File: config.mk
export PLATFORM = sky130hd
export DESIGN_NAME = fir_mac_sequencer
export DESIGN_NICKNAME = d
export VERILOG_FILES = /design/src/rtl/fir_pkg.sv /design/src/rtl/fir_mac_unit.sv /design/src/rtl/fir_mac_sequencer.sv
export SDC_FILE = /design/constraint.sdc
export NUM_CORES = 1
export LEC_CHECK = 0
export CAP_MARGIN = 20
export CORE_UTILIZATION = 45
export DETAILED_ROUTE_END_ITERATION = 8
export PLACE_DENSITY_LB_ADDON = 0.05
export SYNTH_ARGS = -nofsm -noshare
export SYNTH_HDL_FRONTEND = slang
export SYNTH_SLANG_ARGS = --single-unit
File: constraint.sdc
create_clock -name clk -period 8.9 [get_ports clk]
set_input_delay 1.78 -clock clk [delete_from_list [all_inputs] [get_ports clk]]
set_output_delay 1.78 -clock clk [all_outputs]
set_load 0.02 [all_outputs]
File: src/rtl/fir_pkg.sv
// Shared defaults, FSM encoding and saturation helper for the time-multiplexed FIR.
package fir_pkg;

    localparam int N_DEF  = 8;
    localparam int DW_DEF = 8;
    localparam int CW_DEF = 8;
    localparam int OW_DEF = 16;

    typedef enum logic [1:0] {
        IDLE,
        MAC,
        OUT
    } state_t;

    // Reset contents of the coefficient bank for the 8-tap build.
    function automatic int coef_default(input int i);
        case (i)
            0, 7:    return 2;
            1, 6:    return 5;
            2, 5:    return 12;
            3, 4:    return 22;
            default: return 0;
        endcase
    endfunction

    // Returns {above_max, below_min} of v against a signed ow-bit range.
    function automatic logic [1:0] sat_dir(input logic signed [63:0] v, input int ow);
        logic signed [63:0] mx;
        logic signed [63:0] mn;
        mx = (64'sd1 <<< (ow - 1)) - 64'sd1;
        mn = -mx - 64'sd1;
        return {v > mx, v < mn};
    endfunction

endpackage

File: src/rtl/fir_mac_unit.sv
// Shared multiply-accumulate: one full-precision product per enabled cycle.
module fir_mac_unit
    import fir_pkg::*;
#(
    parameter int DW = DW_DEF,
    parameter int CW = CW_DEF,
    parameter int AW = DW + CW + 3
) (
    input  logic                 clk,
    input  logic                 rst,
    input  logic signed [DW-1:0] sample,
    input  logic signed [CW-1:0] coefficient,
    input  logic                 clear,
    input  logic                 enable,
    output logic signed [AW-1:0] acc
);

    logic signed [DW+CW-1:0] prod;
    logic signed [AW-1:0]    prod_ext;

    assign prod     = (DW+CW)'(sample) * (DW+CW)'(coefficient);
    assign prod_ext = {{(AW-DW-CW){prod[DW+CW-1]}}, prod};

    always_ff @(posedge clk or posedge rst) begin
        if (rst)         acc <= '0;
        else if (clear)  acc <= '0;
        else if (enable) acc <= acc + prod_ext;
    end

endmodule

File: src/rtl/fir_mac_sequencer.sv
// FIR sequencer: history/coef regfiles and FSM stepping one shared MAC through N taps.
module fir_mac_sequencer
    import fir_pkg::*;
#(
    parameter int N  = N_DEF,
    parameter int DW = DW_DEF,
    parameter int CW = CW_DEF,
    parameter int OW = OW_DEF
) (
    input  logic                   clk,
    input  logic                   rst,
    input  logic                   in_valid,
    output logic                   in_ready,
    input  logic signed [DW-1:0]   in_data,
    output logic                   out_valid,
    input  logic                   out_ready,
    output logic signed [OW-1:0]   out_data,
    input  logic                   coef_we,
    input  logic [$clog2(N)-1:0]   coef_addr,
    input  logic signed [CW-1:0]   coef_data,
    output logic                   busy
);

    localparam int PW = $clog2(N);
    localparam int AW = DW + CW + PW;

    state_t               state, state_nx;
    logic [PW-1:0]        wr_ptr, base, k, rd_idx;
    logic signed [DW-1:0] hist [N];
    logic signed [CW-1:0] coef [N];
    logic signed [AW-1:0] acc;
    logic signed [63:0]   acc_ext;
    logic [1:0]           sat;
    logic                 accept;

    assign accept    = (state == IDLE) && in_valid;
    assign in_ready  = (state == IDLE);
    assign out_valid = (state == OUT);
    assign busy      = (state != IDLE);

    always_comb begin
        state_nx = state;
        case (state)
            IDLE:    if (in_valid)                state_nx = MAC;
            MAC:     if (k == PW'(N - 1))         state_nx = OUT;
            OUT:     if (out_ready)               state_nx = IDLE;
            default:                              state_nx = IDLE;
        endcase
    end

    always_ff @(posedge clk or posedge rst) begin
        if (rst) begin
            state  <= IDLE;
            wr_ptr <= '0;
            base   <= '0;
            k      <= '0;
        end else begin
            state <= state_nx;
            if (accept) begin
                wr_ptr <= wr_ptr + 1'b1;   // N is a power of two, so this wraps N-1 -> 0
                base   <= wr_ptr;
                k      <= '0;
            end else if (state == MAC) begin
                k <= k + 1'b1;
            end
        end
    end

    always_ff @(posedge clk or posedge rst) begin
        if (rst) begin
            for (int i = 0; i < N; i++) hist[i] <= '0;
        end else if (accept) begin
            hist[wr_ptr] <= in_data;
        end
    end

    // Writes land only while idle; a write in the accept cycle feeds that sample's pass.
    always_ff @(posedge clk or posedge rst) begin
        if (rst) begin
            for (int i = 0; i < N; i++)
                coef[i] <= (N == 8) ? CW'(coef_default(i)) : '0;
        end else if ((state == IDLE) && coef_we) begin
            coef[coef_addr] <= coef_data;
        end
    end

    assign rd_idx = base - k;

    fir_mac_unit #(
        .DW(DW),
        .CW(CW),
        .AW(AW)
    ) u_mac (
        .clk        (clk),
        .rst        (rst),
        .sample     (hist[rd_idx]),
        .coefficient(coef[k]),
        .clear      (accept),
        .enable     (state == MAC),
        .acc        (acc)
    );

    // acc is frozen outside MAC, so the clamped view is stable for the whole OUT phase.
    assign acc_ext = {{(64-AW){acc[AW-1]}}, acc};
    assign sat     = sat_dir(acc_ext, OW);

    always_comb begin
        out_data = acc[OW-1:0];
        if (sat[1])      out_data = {1'b0, {(OW-1){1'b1}}};
        else if (sat[0]) out_data = {1'b1, {(OW-1){1'b0}}};
    end

endmodule

Word level (Yosys, flattened, before mapping)
Cells that the tools add are included.
{"block": "totals", "register_bits": 158, "inputBits": 24, "output_inout_bits": 19, "elab_cells": 74}
{"block": "op_classes", "add_sub_neg": 4, "n_mul": 1, "magnitude_cmp": 8, "eq_ne": 6, "muxes": 22, "n_bitwise": 4, "n_reduce_logical": 8}
{"op": "$bwmux 64", "count": 2}
{"op": "$bmux 8 s3", "count": 2}
{"op": "$demux 8 s3", "count": 2}
{"op": "$mux 8", "count": 6}
{"op": "$mux 19", "count": 2}
{"op": "$mux 16", "count": 2}
{"op": "$add 19x16->19", "count": 1}
{"op": "$gt 19x16->1 const B", "count": 1}
{"op": "$lt 19x16->1 const B", "count": 1}
{"op": "$ge 4x4->1 const B", "count": 4}
{"op": "$mul 8x8->16", "count": 1}
{"op": "$not 3->4", "count": 4}
{"op": "$lt 4x1->1 const B", "count": 2}
{"op": "$add 3x1->3 const B", "count": 2}
{"op": "$mux 2", "count": 3}
{"op": "$mux 3", "count": 2}
{"op": "$pmux 2 s3", "count": 1}
{"op": "$logic_and 1x1->1", "count": 4}
{"op": "$ne 2x2->1 const B", "count": 2}
{"op": "$reduce_bool 2->1", "count": 2}
{"op": "$eq 3x3->1 const B", "count": 1}
{"op": "$reduce_and 3->1", "count": 1}
{"op": "$sub 3x3->3", "count": 1}
{"op": "$eq 2x1->1 const B", "count": 1}
{"op": "other kinds (3)", "count": 3}

Depth between registers and ports, before layout
Gate-level depths: netlist of run 1.
{"block": "depth", "depth_word": 9, "mapped_depth": 27, "ltp_nobuf": 26}

Modules after synthesis
A second synthesis of run 1 with hierarchy kept.
{"block": "hier_totals", "hier_cells": 836, "area_unflattened_um2": 10812.9}
{"module": "fir_mac_sequencer", "instances": 1, "cells_each": 414, "area_per_inst_um2": 6608.8, "seq_area_each_um2": 3498.4}
{"module": "fir_mac_unit", "instances": 1, "cells_each": 422, "area_per_inst_um2": 4204.0, "seq_area_each_um2": 475.5}

Worst setup path after synthesis of run 1
No wires, ideal clock.
{"block": "synth_path", "path_kind": "reg-to-reg", "startpoint": "register k[1]", "endpoint": "register u_mac.acc[16]", "setup_ns": 0.069, "arrival_time_ns": 7.031, "required_ns": 8.831, "setup_slack_ns": 1.800, "path_stages_with_launch": 26, "n_path_buf": 2, "period_less_slack_ns": 7.100, "path_cell_list": "dfrtp_1 > clkbuf_1 > buf_2 > inv_1 > fa_1 > xor2_1 > xnor2_2 > mux4_1 > mux2i_2 > nor2_1 > inv_1 > fa_1 > inv_1 > fa_1 > fa_1 > fa_1 > inv_1 > fa_1 > inv_1 > ha_1 > o211ai_1 > o21ai_1 > o21ai_0 > a21boi_0 > or3_1 > nand3_1"}
{"block": "synth_via", "elab_chain_len": 9, "elab_cells_between_ends": 13, "classes_between": "2 x add/sub; 1 x mul; 8 x mux; 2 x bitwise"}
{"item": "from (decl)", "line": "fir_mac_sequencer.sv:28", "source": "logic [PW-1:0] wr_ptr, base, k, rd_idx;"}
{"item": "from (signal assigned)", "line": "fir_mac_sequencer.sv:64", "source": "k <= k + 1'b1;"}
{"item": "$sub 3x3->3", "line": "fir_mac_sequencer.sv:87", "source": "assign rd_idx = base - k;"}
{"item": "$not 3->4 (implied by the code)", "line": "fir_mac_sequencer.sv:96", "source": ".sample (hist[rd_idx]),"}
{"item": "$bmux 8 s3", "line": "fir_mac_sequencer.sv:96"}
{"item": "$mux 8 (implied by the code) (2 in series)", "line": "fir_mac_sequencer.sv:96"}
{"item": "$mul 8x8->16 *", "line": "fir_mac_unit.sv:21", "source": "assign prod = (DW+CW)'(sample) * (DW+CW)'(coefficient);"}
{"item": "$add 19x16->19 *", "line": "fir_mac_unit.sv:27", "source": "else if (enable) acc <= acc + prod_ext;"}
{"item": "$mux 19 *", "line": "fir_mac_unit.sv:27"}
{"item": "$mux 19 *", "line": "fir_mac_unit.sv:26", "source": "else if (clear) acc <= '0;"}
{"item": "to (signal assigned)", "line": "fir_mac_unit.sv:27"}
{"item": "to (decl)", "line": "fir_mac_unit.sv:15", "source": "output logic signed [AW-1:0] acc"}
Mark *: on every way between the ends. The rest lies on a longest branch, timed or not. The select of a mux whose other input is x is not followed.
A chain may end at the register's enable or synchronous reset.

Worst setup path after layout of run 1
{"block": "layout_path", "startpoint": "register base[0]", "endpoint": "register u_mac.acc[16]"}
{"block": "layout_via", "elab_chain_len": 9}
{"item": "from (decl)", "line": "fir_mac_sequencer.sv:28"}
{"item": "from (signal assigned)", "line": "fir_mac_sequencer.sv:61", "source": "base <= wr_ptr;"}
{"item": "$sub 3x3->3", "line": "fir_mac_sequencer.sv:87"}
{"item": "$not 3->4 (implied by the code)", "line": "fir_mac_sequencer.sv:96"}
{"item": "$bmux 8 s3", "line": "fir_mac_sequencer.sv:96"}
{"item": "$mux 8 (implied by the code) (2 in series)", "line": "fir_mac_sequencer.sv:96"}
{"item": "$mul 8x8->16", "line": "fir_mac_unit.sv:21"}
{"item": "$add 19x16->19", "line": "fir_mac_unit.sv:27"}
{"item": "$mux 19", "line": "fir_mac_unit.sv:27"}
{"item": "$mux 19", "line": "fir_mac_unit.sv:26"}
No other way between the ends. The select of a mux whose other input is x is not followed.

==> results of run 1 <==
-- flip-flops by register name, summed over array words and instances, names as in the netlist --
| name | cells |
|---|---|
| state | 2 |
| u_mac.acc | 19 |
| coef | 64 |
| wr_ptr | 3 |
| k | 3 |
| hist | 64 |
| base | 3 |
-- cell usage after synthesis (2+ instances only) --
library cell and n:
dfrtp_1 142, mux2_2 128, inv_1 104, fa_1 86
nor2_1 49, ha_1 47, nand2_1 47, mux4_2 26
o21ai_0 22, or2_1 20, o21a_1 17, dfstp_2 16
nor2b_1 14, xnor2_1 14, clkbuf_1 11, nand3_1 9
o31ai_1 8, a21oi_1 7, buf_2 6, mux2i_4 6
mux4_1 6, xor2_1 6, a211oi_1 5, mux2i_1 5
mux2i_2 5, and3_1 4, buf_4 4, a21o_1 3
nor3_1 3, nor3b_1 3, a31oi_1 2, nand2b_1 2
o211ai_1 2, or2_2 2
-- layout by cell type (no fill, tap or decap), types with 8 or more instances in the layout --
cell type / instances
dfrtp_1: 142
clkdlybuf4s50_1: 42
ha_1: 47
nor2_1: 49
buf_4: 10
o31ai_1: 8
nor2b_1: 14
nand3_1: 9
inv_1: 103
dfstp_2: 16
xnor2_1: 14
o21a_1: 17
nand2_1: 47
fa_1: 86
mux2_2: 128
mux4_2: 26
or2_1: 20
clkbuf_16: 17
o21ai_0: 22
-- stage by stage --
step / setup slack [ns] / util / instances / hold slack (ns)
after floorplan: 1.800 / - / 849 / 0.4658
after global placement: 1.482 / 0.4992 / 1191 / 0.4804
after detailed placement: 1.263 / 0.4992 / 1191 / 0.4894
after CTS: 1.253 / 0.5268 / 1223 / 0.5020
after global routing: 0.8520 / 0.5268 / 1223 / 0.5093
final: 1.251 / 0.5268 / 1223 / 0.5031
-- area by class of cell --
type,count,share of cell area
clock buffer,17,0.03524
timing repair buffer,52,0.04104
sequential,158,0.3292
tap,313,0.03244
multi-input combinational,564,0.5122
inverter,104,0.03275
clock inverter,15,0.01720
-- final timing paths --
check	start	endpoint	slack, ns	cells after the start
setup / recovery	base[0]	u_mac.acc[16]	1.25	26
setup reg to reg	base[0]	u_mac.acc[16]	1.25	26
hold reg to reg	hist[17]	hist[17]	0.50	1
min in group asynchronous	rst	coef[41]	1.90	2
max in group asynchronous	rst	u_mac.acc[8]	5.63	3
hold / removal	hist[17]	hist[17]	0.50	1
-- kinds of logic after synthesis --
| logic type | share of synthesized area |
|---|---|
| buffers and inverters | 0.04752 |
| AND/OR/NAND/NOR | 0.07157 |
| AO/OA/AOI/OAI | 0.04505 |
| multiplexers | 0.2287 |
| XOR/XNOR | 0.01795 |
| adder cells (fa/ha/maj) | 0.2166 |
| flip-flops | 0.3726 |
-- layer usage --
layer,track usage,vias to the layer above,part of all wire
met5,0,-,0
met4,0.05789,0,0.015
met3,0.03667,24,0.032
met2,0.3365,119,0.48
met1,0.2766,3258,0.47
li1,-,2984,-
-- critical path: cells and delay by family (launching register included) --
family	cells	cell delay, ns
adders and majority gates	8	3.22
AOI/OAI and AO/OA	4	0.93
xor gates and xnor gates	2	1.00
buffers and inverters	7	0.63
and+or+nand+nor	3	0.56
muxes	2	0.85
DFF	1	0.37
==> results.json, run 1 <==
{
  "critical_path.max_stage_delay_ns": 0.82,
  "count_of_mapped_cells_out_of_synthesis": 849,
  "cts_setup_buffers": 0,
  "timing_worst_slew_pin_value_ns": 1.077,
  "seq_area_frac_synth": 0.3726,
  "ctsRootBufferMaster": "clkbuf_16",
  "post_synthesis_instance_area_um2": 10660,
  "cts.sink_count": 158,
  "yosys_register_bits": 158,
  "io_buffers": 42,
  "finalHoldViolCount": 0,
  "clock-skew-final_ns": 0.01504,
  "clk_pin_slew_worst_paths_ns": 0.08,
  "critical_path_arrival_ns": 8.02,
  "place_area_um2": 11440,
  "setup_violators_final": 0,
  "antenna_found_initial": 0,
  "slew-limit-headroom": 0.2783,
  "layout-drive-gt1-share": 0.2538,
  "floorplan.io_pins": 43,
  "hold_class": "register to register",
  "synth_cell_type_count": 52,
  "routed-via-count": 6385,
  "netlist.area_leader.share": 0.3332,
  "syn-mean-instance-area_um2": 12.56,
  "drt_iter0_markers": 300,
  "floorplan.initialDensity": 0.4654,
  "final-max-slew-violation-count": 0,
  "htree_levels": 4,
  "criticalPathCategory": "register to register",
  "synth_top_flop_cell": "dfrtp_1",
  "worstPathMaxFanout": 16,
  "end_kind": "register",
  "die_height_um": 155.9,
  "layout.cell_area.non_filler_um2": 12070,
  "fmax_mhz": 130.7,
  "cts-buffers-inserted": 17,
  "nNetsFinal": 1054,
  "routed_wl_mm": 22.59,
  "nFillCells": 1963,
  "fp.dieArea_um2": 24320,
  "clock_insertion_delay_worst_skew_ns": 0.43,
  "synth.largest_area_cell": "dfrtp_1",
  "overflow_after_grt": 0,
  "synth_edf_count": 0,
  "gp_congestion": 0.8353,
  "fp.coreArea_um2": 22920,
  "globalRouteTotalUtil": 0.2041,
  "detail_route.vias_per_cell": 5.221,
  "status": "finished, final reports clean",
  "layout_min_cycle_time_ns": 7.649,
  "floorplan.rows": 55,
  "placed_wire_length_estimate_mm": 16.95,
  "antenna_cells": 0,
  "grt_setup_unrepaired": "no",
  "die_width_um": 155.9,
  "ff_latch_area_um2": 3974,
  "setup_total_negative_slack_ns": 0,
  "drt_drc_violations_left": 0,
  "mappedNetlistNets": 1006,
  "cp.required_ns": 9.27,
  "drt_pre_antenna_iters": 6,
  "wire_length_of_the_first_global_routing_pass_mm": 37.63,
  "cts.path.max_buffers": 2,
  "synth_async_sr_flop_share": 1.000,
  "clock_tree_from_tritoncts": "built",
  "cpMaxStageDelayCell": "xnor2_2",
  "max_cap_violations": 0,
  "detail_route.wl_per_cell_um": 18.47,
  "post_cts.resized_instances": 0,
  "ant_nets": 0,
  "area_growth_syn_to_layout_pct": 13.21,
  "hold_buffers": 0,
  "number_of_global_route_vias_before_repair": 6953,
  "synthesis.yosys.warnings": 0,
  "synth.area.top_cells": "dfrtp_1, fa_1, mux2_2",
  "grt_max_degree": 94,
  "multiInputGateArea_um2": 6183,
  "cp-start-kind": "register",
  "timing.final.crit_share": 0.8595
}
Power of run 1 is left out: the tool's default activity adds up to more than one toggle a clock period on the data nets, which glitch-free logic cannot reach.
==> run 2, diff against run 1 <==
- CORE_UTILIZATION: 45 -> 40
- SKIP_CTS_REPAIR_TIMING: unset -> 1
==> run 2 against run 1 <==
The flow now finishes with violations (design-rule violations); count of clock-buffer cells in the layout is the same; via count grew 0.33%; sequential share of layout area is essentially flat; critical path type unchanged; highest routed layer unchanged.
==> results.json, run 2 (synthesis gave the netlist of run 1 again) <==
{
  "status": "finished, violations left",
  "failed_checks": "design-rule violations",
  "critical_path.reg2reg.startpoint": "k[1]",
  "grt_max_degree": 101,
  "ant_nets": 0,
  "critPathMostFrequentCell": "fa_1",
  "detail_route.wl_per_cell_um": 18.80,
  "worstPathMaxFanout": 18,
  "regToRegSetupSlack_ns": 1.50,
  "ff2ff_path_depth": 24,
  "min_to": "hist[38]",
  "end_kind": "register",
  "drt_drc_violations_left": 6,
  "drt_iter0_markers": 290,
  "globalRouteTotalUtil": 0.1887,
  "io_buffers": 42,
  "timing_worst_slew_pin_value_ns": 1.080,
  "hold_path_startpoint": "hist[38]",
  "place_area_um2": 11480,
  "overflow_after_grt": 0,
  "floorplan.initialDensity": 0.4081,
  "cts.path.max_buffers": 2,
  "cts-buffers-inserted": 17,
  "number_of_global_route_vias_before_repair": 7096,
  "slew-limit-headroom": 0.2772,
  "timing.final.crit_share": 0.8318,
  "antenna_cells": 0,
  "hold_class": "register to register",
  "cts.sink_count": 158,
  "layout.cells.most_common": "dfrtp_1",
  "fmax_mhz": 135.1,
  "cpMaxStageDelayCell": "fa_1",
  "fp.dieArea_um2": 27320,
  "post-route-util": 0.4626,
  "setup_total_negative_slack_ns": 0,
  "cp.required_ns": 9.26,
  "most-common-layout-cells": "dfrtp_1, mux2_2, inv_1",
  "reg_to_reg_end": "u_mac.acc[16]",
  "critPathTopFamily": "adder cells",
  "final-max-slew-violation-count": 0,
  "detail_route.vias_per_cell": 5.133,
  "nNetsFinal": 1057,
  "die_height_um": 165.3,
  "gp_congestion": 0.7785,
  "worstHoldPathCells": 1,
  "clock-skew-final_ns": 0.01153,
  "max_cap_violations": 0,
  "layout.cell_area.non_filler_um2": 12090,
  "layout_min_cycle_time_ns": 7.403,
  "finalHoldViolCount": 0,
  "ctsRootBufferMaster": "clkbuf_16",
  "wire_length_of_the_first_global_routing_pass_mm": 38.77,
  "crit_chain": "buf_4 -> inv_1 -> fa_1 -> xor2_1 -> xnor2_2 -> buf_8 -> mux4_2 -> mux2i_4 -> or2_1 -> fa_1 -> fa_1 -> inv_1 -> fa_1 -> fa_1 -> inv_1 -> fa_1 -> inv_1 -> ha_1 -> a211oi_1 -> o21ai_1 -> o21ai_0 -> a21boi_0 -> or3_1 -> nand3_1",
  "routed-via-count": 6406,
  "layout_top_registers": "coef: 64 flops, hist: 64 flops, u_mac.acc: 19 flops",
  "die_width_um": 165.3,
  "clock_tree_from_tritoncts": "built",
  "criticalPathCategory": "register to register",
  "htree_levels": 4,
  "floorplan.io_pins": 43,
  "critical_path_arrival_ns": 7.76,
  "clock_insertion_delay_worst_skew_ns": 0.43,
  "antenna_found_initial": 0,
  "critical_path.max_stage_delay_ns": 0.57,
  "routed_wl_mm": 23.46,
  "placed_wire_length_estimate_mm": 17.00,
  "dp_slack_ns": 0.9821,
  "cp-start-kind": "register",
  "layout-drive-gt1-share": 0.2563,
  "critical_path.n_buffers_inverters": 6,
  "fp.coreArea_um2": 26130,
  "area_growth_syn_to_layout_pct": 13.35,
  "setup_violators_final": 0,
  "drt_pre_antenna_iters": 6,
  "floorplan.rows": 59,
  "timing.final.ws_setup_ns": 1.497,
  "clk_pin_slew_worst_paths_ns": 0.08,
  "grt_setup_unrepaired": "no"
}
## run 2: changes by cell type in the layout (fill, tap and decap cells not counted)
cell	delta
clkinv_4	+2
buf_4	+2
clkinv_2	+1
inv_8	+2
inv_12	-2
inv_6	-1
buf_8	+1
bufinv_16	-1
clkinv_8	-1
## run 2: stage by stage
| step | instances | hold WS (ns) |
|---|---|---|
| final | 1248 | 0.5010 |
| after global routing | 1248 | 0.5083 |
| after CTS | 1247 | 0.5036 |
| after detailed placement | 1215 | 0.4855 |
| after global placement | 1215 | 0.4801 |
| after floorplan | 849 | 0.4658 |
## run 2: worst max-delay path by stage
stage	to	slack (ns)	cells past startpoint	from
floorplan	u_mac.acc[16]	1.80	25	k[1]
global placement	u_mac.acc[16]	1.18	25	k[1]
detailed placement	u_mac.acc[16]	0.98	25	k[1]
CTS	u_mac.acc[16]	0.96	23	k[1]
global route	u_mac.acc[16]	1.11	25	k[1]
finish	u_mac.acc[16]	1.50	24	k[1]
## run 2: worst register-to-register path: cells and delay by family, from the launching register on
kind | cells | cell delay, ns
AOI/OAI and AO/OA | 4 | 1.06
xor gates and xnor gates | 2 | 0.56
adders and majority gates | 7 | 3.26
buffers and inverters | 6 | 0.80
DFF | 1 | 0.32
muxes | 2 | 0.69
and+or+nand+nor | 3 | 0.64
## run 2: final cells by class
class	instances	area [µm²]
clock buffers	17	425.4
clock inverters	15	165.2
fillers	2367	14040
inverters	104	395.4
multi-input cells	564	6183
flip-flops and latches	158	3974
well taps	335	419.2
repair buffers	55	525.5
## run 2: layer usage
layer | track usage | vias to the layer above | part of all wire
met5 | 0 | - | 0
met4 | 0.05338 | 0 | 0.020
met3 | 0.03147 | 27 | 0.022
met2 | 0.3153 | 75 | 0.49
met1 | 0.2519 | 3318 | 0.47
li1 | - | 2986 | -
Power of run 2 is left out for the same reason.
==> run 3, diff against run 2 <==
- clock period: 8.9 -> 6 ns (I/O delays scaled with it)
==> run 3 against run 2 <==
The flow finishes with violations (design-rule violations, negative setup slack); sequential share of layout area fell by 1.7 points; routed wire length up 3.8%; via count grew 3.9%; count of clock-buffer cells in the layout up 1; maximum frequency up 18%; core utilization grew 2.6 points; worst setup slack worse by 1.8 ns; critical path depth rose by 2; die area is the same; design area is 5.6% higher; critical path type unchanged.
==> results.json, run 3 (synthesis gave the netlist of run 1 again) <==
{
  "status": "finished, violations left",
  "failed_checks": "design-rule violations, negative setup slack",
  "clk_pin_slew_worst_paths_ns": 0.07,
  "finalHoldViolCount": 0,
  "clock-skew-final_ns": 0.01603,
  "cp-start-kind": "register",
  "worstPathMaxFanout": 16,
  "antenna_found_initial": 0,
  "cp.required_ns": 6.27,
  "wire_length_of_the_first_global_routing_pass_mm": 40.05,
  "timing.final.ws_setup_ns": -0.2773,
  "fmax_mhz": 159.3,
  "worst_setup_path_startpoint": "base[0]",
  "criticalPathCategory": "register to register",
  "drt_drc_violations_left": 5,
  "nFillCells": 2339,
  "drt_pre_antenna_iters": 8,
  "clock_tree_from_tritoncts": "built",
  "die_height_um": 165.3,
  "setup_violators_final": 10,
  "ant_nets": 0,
  "hold_class": "register to register",
  "floorplan.rows": 59,
  "hold_path_startpoint": "hist[56]",
  "htree_levels": 4,
  "drt_iter0_markers": 271,
  "final-max-slew-violation-count": 0,
  "most-common-layout-cells": "dfrtp_1, mux2_2, inv_1",
  "detail_route.vias_per_cell": 5.103,
  "globalRouteTotalUtil": 0.1958,
  "gp_congestion": 0.8481,
  "detail_route.wl_per_cell_um": 18.69,
  "timing_worst_slew_pin_value_ns": 1.106,
  "cts-buffers-inserted": 17,
  "critical_path.reg2reg.startpoint": "base[0]",
  "fp.coreArea_um2": 26130,
  "layout.cells.most_common": "dfrtp_1",
  "floorplan.io_pins": 43,
  "fin_cells": 1304,
  "area_growth_syn_to_layout_pct": 19.65,
  "io_buffers": 42,
  "end_kind": "register",
  "dp_slack_ns": -0.4187,
  "floorplan.initialDensity": 0.4081,
  "max_cap_violations": 0,
  "grt_max_degree": 61,
  "die_width_um": 165.3,
  "timing.final.crit_share": 1.046,
  "layout_min_cycle_time_ns": 6.277,
  "overflow_after_grt": 0,
  "clock_insertion_delay_worst_skew_ns": 0.43,
  "cts.path.max_buffers": 2,
  "layout_top_registers": "coef: 64 flops, hist: 64 flops, u_mac.acc: 19 flops",
  "ctsRootBufferMaster": "clkbuf_16",
  "placed_wire_length_estimate_mm": 17.90,
  "cts.sink_count": 158,
  "routed-via-count": 6654,
  "nNetsFinal": 1113,
  "fp.dieArea_um2": 27320,
  "grt_setup_unrepaired": "yes",
  "number_of_global_route_vias_before_repair": 7427,
  "routed_wl_mm": 24.37,
  "layout-drive-gt1-share": 0.3385,
  "fin_hold_ws_ns": 0.5009,
  "critical_path_arrival_ns": 6.55,
  "antenna_cells": 0,
  "slew-limit-headroom": 0.2601,
  "dp_cells": 1271
}
[run 3: changes by cell type in the layout (fill, tap and decap cells not counted), sizes merged]
cell,delta
buf,+55
bufinv,+1
clkinvlp,+4
clkbuf,+2
clkinv,-4
inv,-2
[run 3: worst paths after layout]
kind	endpoint	slack, ns	depth (start not counted)
setup / recovery	u_mac.acc[18]	-0.28	26
hold / removal	hist[56]	0.50	1
hold reg to reg	hist[56]	0.50	1
min in group asynchronous	hist[23]	1.21	2
max in group asynchronous	u_mac.acc[9]	3.65	3
setup reg to reg	u_mac.acc[18]	-0.28	26
[run 3: per-layer routing]
layer / part of all wire / vias up / global-route usage / wire length (µm)
met4: 0.012 / 0 / 0.05129 / 291
met5: 0 / - / 0 / 0
met2: 0.51 / 86 / 0.3475 / 12440
met1: 0.46 / 3459 / 0.2479 / 11100
met3: 0.022 / 20 / 0.02947 / 534
li1: - / 3089 / - / -
[run 3: layout make-up]
type / count / area, µm² / share of cell area
Multi-Input combinational cell: 564 / 6380 / 0.5000
Sequential cell: 158 / 3974 / 0.3114
Timing Repair Buffer: 111 / 1011 / 0.07923
Clock buffer: 18 / 429.2 / 0.03363
Tap cell: 335 / 419.2 / 0.03285
Inverter: 104 / 395.4 / 0.03099
Clock inverter: 14 / 151.4 / 0.01187
[run 3: critical path, stage by stage (launching register included)]
cell and delay (ns):
dfrtp_1 0.38, inv_2 0.06, ha_1 0.13, inv_1 0.05
fa_2 0.37, xor2_2 0.17, xnor2_2 0.20, buf_12 0.19
mux4_2 0.35, mux2i_4 0.19, buf_12 0.16, or2_4 0.15
fa_2 0.52, fa_1 0.57, inv_1 0.05, fa_1 0.53
inv_1 0.06, fa_1 0.53, inv_1 0.04, ha_1 0.33
ha_4 0.30, o21ai_0 0.09, a21oi_1 0.16, o21ai_2 0.12
a21oi_2 0.19, xnor2_1 0.13, o21ai_0 0.08
[run 3: through the flow]
| step | TNS (ns) | cell area [µm²] | util |
|---|---|---|---|
| 2_1_floorplan | -0.3718 | 10800 | - |
| 3_3_place_gp | -1.805 | 12080 | 0.4623 |
| 3_5_place_dp | -2.897 | 12080 | 0.4623 |
| 4_1_cts | -2.931 | 12660 | 0.4845 |
| 5_1_grt | -4.929 | 12760 | 0.4883 |
| 6_report | -1.929 | 12760 | 0.4883 |
Power of run 3 is left out for the same reason.
